[config.mk]
export PLATFORM = sky130hd
export DESIGN_NAME = square_seq
export DESIGN_NICKNAME = d
export VERILOG_FILES = /design/src/rtl/square_seq.sv
export SDC_FILE = /design/constraint.sdc
export NUM_CORES = 1
export LEC_CHECK = 0
export CORE_MARGIN = 4
export CORE_UTILIZATION = 45
export DETAILED_ROUTE_END_ITERATION = 8
export HOLD_SLACK_MARGIN = 0.15
export SYNTH_ARGS = -nofsm -noshare
export SYNTH_HDL_FRONTEND = slang
export SYNTH_SLANG_ARGS = --single-unit
[constraint.sdc]
create_clock -name clk_i -period 2.5 [get_ports clk_i]
set_input_delay 0.5 -clock clk_i [delete_from_list [all_inputs] [get_ports clk_i]]
set_output_delay 0.5 -clock clk_i [all_outputs]
set_load 0.01 [all_outputs]
[src/rtl/square_seq.sv]
// Sequential shift-add squarer: sq_o = s_i * s_i after 2W+1 cycles, St/Done level handshake.
// Define SQUARE_DEBUG_EN to expose the FSM code (state_o) and captured operand (dataCopy_o).
module square_seq #(
  parameter int W = 4
) (
  input  logic           clk_i,
  input  logic           rst_ni,
  input  logic           st_i,
  input  logic [W-1:0]   s_i,
  output logic           done_o,
  output logic [2*W-1:0] sq_o
`ifdef SQUARE_DEBUG_EN
  ,
  output logic [2:0]     state_o,
  output logic [W-1:0]   dataCopy_o
`endif
);

  localparam int CW = $clog2(W + 1);

  typedef enum logic [2:0] {
    IDLE  = 3'd0,
    LOAD  = 3'd1,
    ADD   = 3'd2,
    SHIFT = 3'd3,
    DONE  = 3'd4
  } state_t;

  state_t         stateQ;
  logic [2*W-1:0] opAQ;
  logic [W-1:0]   opBQ;
  logic [2*W-1:0] accQ;
  logic [CW-1:0]  cntQ;
  logic [W-1:0]   capQ;
  logic [2*W-1:0] sqQ;
  logic           doneQ;
  logic [CW-1:0]  cntD;

  assign cntD = cntQ - CW'(1);

  // One ADD/SHIFT pair per multiplier bit; the result is latched into sqQ only on DONE entry.
  always_ff @(posedge clk_i or negedge rst_ni) begin
    if (!rst_ni) begin
      stateQ <= IDLE;
      opAQ   <= '0;
      opBQ   <= '0;
      accQ   <= '0;
      cntQ   <= '0;
      capQ   <= '0;
      sqQ    <= '0;
      doneQ  <= 1'b0;
    end else begin
      case (stateQ)
        IDLE: begin
          if (st_i) begin
            capQ   <= s_i;
            stateQ <= LOAD;
          end
        end
        LOAD: begin
          opAQ   <= {{W{1'b0}}, capQ};
          opBQ   <= capQ;
          accQ   <= '0;
          cntQ   <= CW'(W);
          stateQ <= ADD;
        end
        ADD: begin
          if (opBQ[0]) accQ <= accQ + opAQ;
          stateQ <= SHIFT;
        end
        SHIFT: begin
          opAQ <= opAQ << 1;
          opBQ <= opBQ >> 1;
          cntQ <= cntD;
          if (cntD == '0) begin
            sqQ    <= accQ;
            doneQ  <= 1'b1;
            stateQ <= DONE;
          end else begin
            stateQ <= ADD;
          end
        end
        DONE: begin
          if (!st_i) begin
            doneQ  <= 1'b0;
            stateQ <= IDLE;
          end
        end
        default: begin
          doneQ  <= 1'b0;
          stateQ <= IDLE;
        end
      endcase
    end
  end

  assign done_o = doneQ;
  assign sq_o   = sqQ;

`ifdef SQUARE_DEBUG_EN
  assign state_o    = stateQ;
  assign dataCopy_o = capQ;
`endif

endmodule
---- Yosys cells after proc, flatten, opt, wreduce, memory -nomap -nowiden ----
Index checks and enable logic that the tools add are counted.
cells by class
  reduce and logical (&&, ||, !) cells .... 10
  bitwise gates (word level) .............. 1
  equality and inequality tests ........... 8
  add/subtract/negate cells ............... 2
  multiplexer cells ....................... 12
operator list
  operator                                                             number
  8-bit one-hot mux with 2 select lines                                2
  3-bit one-hot mux with 5 select lines                                1
  3-bit two-way mux                                                    3
  8-bit adder                                                          1
  8-bit two-way mux                                                    1
  2-bit != test (second input constant)                                4
  4-bit one-hot mux with 2 select lines                                1
  2-bit AND reduction                                                  4
  3-bit by 2-bit == test with 1-bit output (second input constant)     2
  3-bit logical NOT                                                    2
  3-bit one-hot mux with 2 select lines                                1
  2-bit nonzero test                                                   2
  3-bit by 1-bit == test with 1-bit output (second input constant)     1
  3-bit == test (second input constant)                                1
  1-bit one-hot mux with 3 select lines                                1
  3-bit AND reduction                                                  1
  3-bit OR reduction                                                   1
  3-bit by 1-bit subtractor with 3-bit output (second input constant)  1
  1-bit two-way mux                                                    2
  1-bit inverter                                                       1
storage, ports and cells
  logic and storage cells ................. 41
  output and inout bits ................... 9
  bits in registers ....................... 39
  input bits .............................. 7

---- Longest topological paths before layout ----
Gate-level depths: netlist of run 1.
  depth in word-level cells ............... 4
  mapped depth ............................ 7
  mapped depth without buffers ............ 7

---- Least setup slack after synthesis of run 1 ----
No wires, ideal clock.
  path kind ............................... reg-to-reg
  start ................................... register opAQ[0]
  end ..................................... register accQ[6]
  setup time .............................. 66 ps
  data required time ...................... 2,434 ps
  stages on the path, launching flop included .. 8
  clock period less this slack ............ 1,806 ps
  setup slack ............................. 694 ps
  buffers on the path ..................... 0
  data arrival time ....................... 1,740 ps
  cells stage by stage .................... dfrtp_1 > ha_1 > fa_1 > a21o_1 > a21oi_1 > o21bai_1 > mux2_2 > nand2_1
between the ends
  longest elaborated chain between the ends .. 3
RTL lines
  element                                RTL line  text
  from (decl)                            30        logic [2*W-1:0] opAQ;
  from (signal assigned)                 61        opAQ <= {{W{1'b0}}, capQ};
  from (signal assigned)                 72        opAQ <= opAQ << 1;
  8-bit adder                            68        if (opBQ[0]) accQ <= accQ + opAQ;
  8-bit two-way mux                      68
  8-bit one-hot mux with 2 select lines  53        case (stateQ)
  to (signal assigned)                   68
  to (decl)                              32        logic [2*W-1:0] accQ;
No other way between the ends. The select of a mux whose other input is x is not followed.
A chain may end at the register's enable or synchronous reset.

---- Final worst setup path of run 1 ----
Same ends and word-level chain as after synthesis.

==> flow_metrics.py, run 1 <==
metrics = {
    "run_status": {
        "status": "finished, final reports clean",
    },
    "critical_path": {
        "startpoint_type": "flip-flop",
        "r2r_cells": 7,
        "r2r_slack_ps": 460,
        "arrival_ps": 2280,
        "crit_type": "flip-flop to flip-flop",
        "r2r_end": "accQ[6]",
        "crit_path_max_fanout": 3,
        "worstReg2RegStart": "opAQ[0]",
        "endpoint_kind": "flip-flop",
        "worst_ep_required_time_ps": 2730,
    },
    "clocking": {
        "cts_resized": 0,
        "clk-insertion-delay-late_ps": 290,
        "cts_setup_buffers": 0,
        "cts_buffer_depth": 2,
        "cts_hold_buffers": 0,
        "clockRootBuffer": "clkbuf_8",
        "cts_buffers": 5,
        "htreeDepth": 2,
        "cts_sinks": 39,
        "cts_tree": "built",
        "cts.clk_slew.worst_paths_ps": 70,
    },
    "detailed_routing": {
        "firstDrtPassIters": 4,
        "wl_per_cell_um": 14.7,
        "first_iter_violations": 72,
        "drc_errors": 0,
        "num_vias": 1459,
        "ant_nets": 0,
        "wirelength_mm": 3.93,
        "viasPerCell": 5.44,
    },
    "synthesis": {
        "synth-seq-cells": 39,
        "synth_edf_count": 0,
        "synth_top_family_by_area": "compound AO/OA/AOI/OAI gates",
        "synth_xor_area_share_pct": 1.71,
        "async_flop_share_pct": 100,
        "synth_nets": 218,
        "synth_compound_area_share_pct": 16.9,
        "ys.flop_type": "dfrtp_1",
        "syn-cell-area_um2": 2050,
        "seq_area_frac_synth_pct": 47.7,
        "syn_avg_cell_area_um2": 10.2,
        "muxShareOfSynthArea_pct": 7.16,
        "synth_simple_gate_area_share_pct": 15.9,
        "ys_warn_count": 0,
        "synth_cells": 201,
        "synthAdderAreaFrac_pct": 6.48,
        "synth.distinct_cells": 42,
    },
    "floorplan": {
        "dieArea_um2": 5690,
        "dieHeight_um": 75.4,
        "rows": 24,
        "coreArea_um2": 4380,
        "initial_core_util_pct": 46.7,
        "fp.dieW_um": 75.4,
        "ioPinCount": 16,
    },
    "global_route": {
        "grt_usage_pct": 16.2,
        "first_global_vias": 1448,
        "grt_pass1_wl_mm": 6.91,
        "grtUsageMet3_pct": 3.83,
        "use_met1_pct": 22.1,
        "grt_max_degree": 40,
        "antenna_found_initial": 0,
        "overflow": 0,
        "top_usage_layer": "met2",
        "grt_use_met2_pct": 23.7,
    },
    "power_and_ir_drop": {
        "peakVddDrop_mv": 0.480,
        "leakage_nw": 1.05,
        "power.density_nw_per_um2": 1120,
    },
    "cells_and_area": {
        "regArea_um2": 976,
        "nFillCells": 426,
        "syn_to_final_growth_pct": 13.4,
        "fin_util_pct": 52.9,
        "final_cell_mix": "dfrtp_1 (39), nand2_1 (27), o21ai_0 (24)",
        "multiInputGateArea_um2": 985,
        "stdcell_count": 268,
        "layout_commonest_cell": "dfrtp_1",
        "num-nets-final": 232,
        "antenna_cells": 0,
        "drive_gt1_share_pct": 13.9,
    },
    "timing": {
        "setup_tns_ps": 0,
        "timing.hold.ws_ps": 315,
        "max_slew.worst_pin.slew_ps": 850,
        "fin_crit_ps": 2040,
        "finalCritPeriodShare_pct": 81.7,
        "maxSlewViolCount": 0,
        "skew_ps": 5.55,
        "setup_ws_ps": 457,
        "relSlewSlack_pct": 43.3,
        "finalHoldViolations": 0,
        "fmax_mhz": 490,
        "rsz0062_at_grt": "false",
        "finalSetupViolCount": 0,
    },
    "placed_design": {
        "pre_cts_slack_ps": 501,
        "portBuffers": 15,
        "dp.cells": 260,
        "place.gp.congestion": 0.835,
        "post-dp-hpwl_mm": 2.84,
    },
    "worst_hold_path": {
        "hp-class": "input port to async pin",
    },
    "flow_run": {
        "cap_violations": 0,
    },
}
[cell type report]
| type | instances | share of cell area, % |
|---|---|---|
| inverters | 5 | 0.809 |
| flip-flops and latches | 39 | 42.1 |
| well taps | 52 | 2.80 |
| repair buffers | 19 | 7.55 |
| multi-input cells | 145 | 42.4 |
| clock buffers | 8 | 4.32 |
[metal layers]
layer | share of wire (%) | wire, um | up-vias
met5 | 0 | 0 | -
met4 | 3.3 | 131 | 0
met3 | 4.2 | 166 | 12
met2 | 45 | 1760 | 34
met1 | 48 | 1870 | 679
li1 | - | - | 734
[through the flow]
step           area [um2]  power [W]
3_3_place_gp         2220    0.00210
3_5_place_dp         2220    0.00215
2_1_floorplan        2050    0.00183
4_1_cts              2320    0.00263
6_report             2320    0.00259
5_1_grt              2320    0.00283
[power breakdown]
part	total, W	switching (W)	internal (W)
Combinational	0.00104	0.000524	0.000512
Clock	0.000465	0.000213	0.000252
Sequential	0.00109	0.000223	0.000870
[Yosys cell counts (2+ instances only)]
master,instances,area share [%]
nand3_1,5,1.2
a21boi_0,2,0.73
o21bai_1,2,0.73
ha_1,9,5.5
nand2_1,27,5.0
nor2b_1,4,1.2
inv_1,5,0.92
mux2_2,13,7.2
o21a_1,2,0.73
a21oi_1,11,2.7
a211oi_1,3,1.1
buf_2,2,0.49
o311ai_0,2,0.86
a21o_1,2,0.73
buf_4,3,1.1
o21ai_0,24,5.9
nand2b_1,6,1.8
nor3_1,3,0.73
xnor2_1,3,1.3
dfrtp_1,39,48
a211o_1,3,1.3
clkbuf_1,5,0.92
nor2_1,7,1.3
[worst max-delay path by stage]
stage	from	end	slack [ps]	cells after the start
final	opAQ[0]	accQ[6]	460	7
after global routing	opAQ[0]	accQ[6]	340	7
after CTS	opAQ[0]	accQ[6]	460	7
after detailed placement	opAQ[0]	accQ[6]	500	7
after global placement	opAQ[0]	accQ[6]	510	7
after floorplan	opAQ[0]	accQ[6]	690	7
[flip-flops by register name, indices dropped and copies added (netlist names)]
signal,count
accQ,8
capQ,4
cntQ,3
done_o,1
opAQ,8
opBQ,4
sq_o,8
stateQ,3
[kinds of logic (layout without fill, tap and decap cells)]
| group | Yosys count | after routing |
|---|---|---|
| AOI/OAI and AO/OA | 56 | 56 |
| xor gates and xnor gates | 4 | 4 |
| adders and majority gates | 10 | 10 |
| buffers and inverters | 17 | 32 |
| DFF | 39 | 39 |
| muxes | 13 | 13 |
| and+or+nand+nor | 62 | 62 |
[worst max-delay path, stage by stage, from the launching register on]
cell and delay, ps:
dfrtp_1 420, ha_1 260, fa_1 420, a21o_1 190, a21oi_1 250, o21bai_1 120
mux2_2 270, nand2_1 50
(Power assumes the default switching activity.)
==> run 2, diff against run 1 <==
==> constraint.sdc (replaced) <==
create_clock -name clk_i -period 1.9 [get_ports clk_i]
set_input_delay 0.38 -clock clk_i [delete_from_list [all_inputs] [get_ports clk_i]]
set_output_delay 0.38 -clock clk_i [all_outputs]
set_load 0.01 [all_outputs]
==> flow_metrics.py, run 2 (synthesized netlist as in run 1, its figures left out) <==
metrics = {
    "worst_hold_path": {
        "hp-class": "flip-flop to flip-flop",
        "min_delay_path_depth": 2,
        "min_from": "opBQ[2]",
        "whs_endpoint": "opBQ[2]",
    },
    "timing": {
        "skew_ps": 3.38,
        "setup_tns_ps": 0,
        "finalSetupViolCount": 0,
        "finalHoldViolations": 0,
        "fin_crit_ps": 1820,
        "fmax_mhz": 550,
        "max_slew.worst_pin.slew_ps": 476,
        "finalCritPeriodShare_pct": 95.7,
        "timing.hold.ws_ps": 486,
        "maxSlewViolCount": 0,
        "setup_ws_ps": 81.8,
        "relSlewSlack_pct": 68.3,
    },
    "global_route": {
        "overflow": 0,
        "grt_pass1_wl_mm": 7.16,
        "grt_max_degree": 31,
        "antenna_found_initial": 0,
        "grt_usage_pct": 16.8,
        "first_global_vias": 1512,
    },
    "placed_design": {
        "portBuffers": 15,
        "post-dp-hpwl_mm": 3.01,
        "pre_cts_slack_ps": -53.0,
        "place.gp.congestion": 0.840,
    },
    "critical_path": {
        "startpoint_type": "flip-flop",
        "worst_ep_required_time_ps": 2130,
        "endpoint_kind": "flip-flop",
        "crit_path_max_fanout": 3,
        "worstReg2RegStart": "opAQ[0]",
        "crit_type": "flip-flop to flip-flop",
        "r2r_slack_ps": 80,
        "arrival_ps": 2040,
        "r2r_end": "accQ[6]",
        "r2r_cells": 7,
    },
    "detailed_routing": {
        "drc_errors": 0,
        "num_vias": 1524,
        "wirelength_mm": 4.22,
        "ant_nets": 0,
        "viasPerCell": 5.52,
        "firstDrtPassIters": 4,
        "first_iter_violations": 81,
        "wl_per_cell_um": 15.3,
    },
    "cells_and_area": {
        "antenna_cells": 0,
        "layout_commonest_cell": "dfrtp_1",
        "syn_to_final_growth_pct": 18.8,
        "final_cell_mix": "dfrtp_1 (38), nand2_1 (27), o21ai_0 (24)",
        "fin_util_pct": 55.5,
        "drive_gt1_share_pct": 20.5,
        "nFillCells": 379,
        "num-nets-final": 241,
    },
    "floorplan": {
        "coreArea_um2": 4380,
        "rows": 24,
        "initial_core_util_pct": 46.7,
        "ioPinCount": 16,
        "dieArea_um2": 5690,
        "dieHeight_um": 75.4,
        "fp.dieW_um": 75.4,
    },
    "flow_run": {
        "cap_violations": 0,
    },
    "power_and_ir_drop": {
        "power.density_nw_per_um2": 1440,
        "power_w": 0.00351,
        "peakVddDrop_mv": 0.669,
        "leakage_nw": 1.09,
    },
    "clocking": {
        "cts_sinks": 39,
        "htreeDepth": 2,
        "clockRootBuffer": "clkbuf_8",
        "clk-insertion-delay-late_ps": 280,
        "cts_tree": "built",
        "cts.clk_slew.worst_paths_ps": 70,
        "cts_buffers": 5,
        "cts_buffer_depth": 2,
    },
    "run_status": {
        "status": "finished, final reports clean",
    },
}
==> run 2: routing by layer <==
| metal | track usage, % | wire length, um | up-vias |
|---|---|---|---|
| met5 | 0 | 0 | - |
| met1 | 23.2 | 1960 | 745 |
| met2 | 26.4 | 2070 | 23 |
| met4 | 5.83 | 54 | 0 |
| met3 | 3.56 | 131 | 5 |
| li1 | - | - | 751 |
==> run 2: cell type report <==
type | instances | area [um2] | share of cell area, %
multi-input combinational | 145 | 1020 | 42.0
sequential | 39 | 977 | 40.2
timing repair buffer | 28 | 262 | 10.8
clock buffer | 6 | 82.6 | 3.40
tap | 52 | 65.1 | 2.68
inverter | 5 | 18.8 | 0.772
clock inverter | 1 | 5.00 | 0.206
==> run 2: worst max path at each step <==
stage | from | end | slack [ps]
after floorplan | opAQ[0] | accQ[6] | 90
after global placement | opAQ[0] | accQ[6] | -50
after detailed placement | opAQ[0] | accQ[6] | -50
after CTS | opAQ[1] | accQ[7] | 6
after global routing | opAQ[0] | accQ[6] | -10
final | opAQ[0] | accQ[6] | 80
==> run 2: worst max-delay path, cell delays in order (launching register included) <==
cell and delay, ps:
dfrtp_1 430, ha_2 220, fa_2 360, a21o_1 180, a21oi_2 150, o21bai_1 100
mux2_2 280, nand2_1 50
==> run 2: timing repair <==
action | CTS | global route
gates resized for setup | 2 | 10
gates cloned | 0 | 1
pin swaps | 0 | 4
hold buffers | 1 | 0
endpoints found under the hold margin | 17 | 0
setup buffers | 0 | 4
endpoints found under the setup margin | 2 | 12
==> run 2: power breakdown <==
group | internal, W | switching, W | leakage, nW
registers | 0.00115 | 0.000295 | 0.505
clock network | 0.000285 | 0.000273 | 0.0470
logic | 0.000760 | 0.000753 | 0.537
==> run 2: through the flow <==
step,area [um2],std cells
floorplan,2050,201
global placement,2250,263
detailed placement,2250,263
CTS,2360,271
global route,2430,276
finish,2430,276
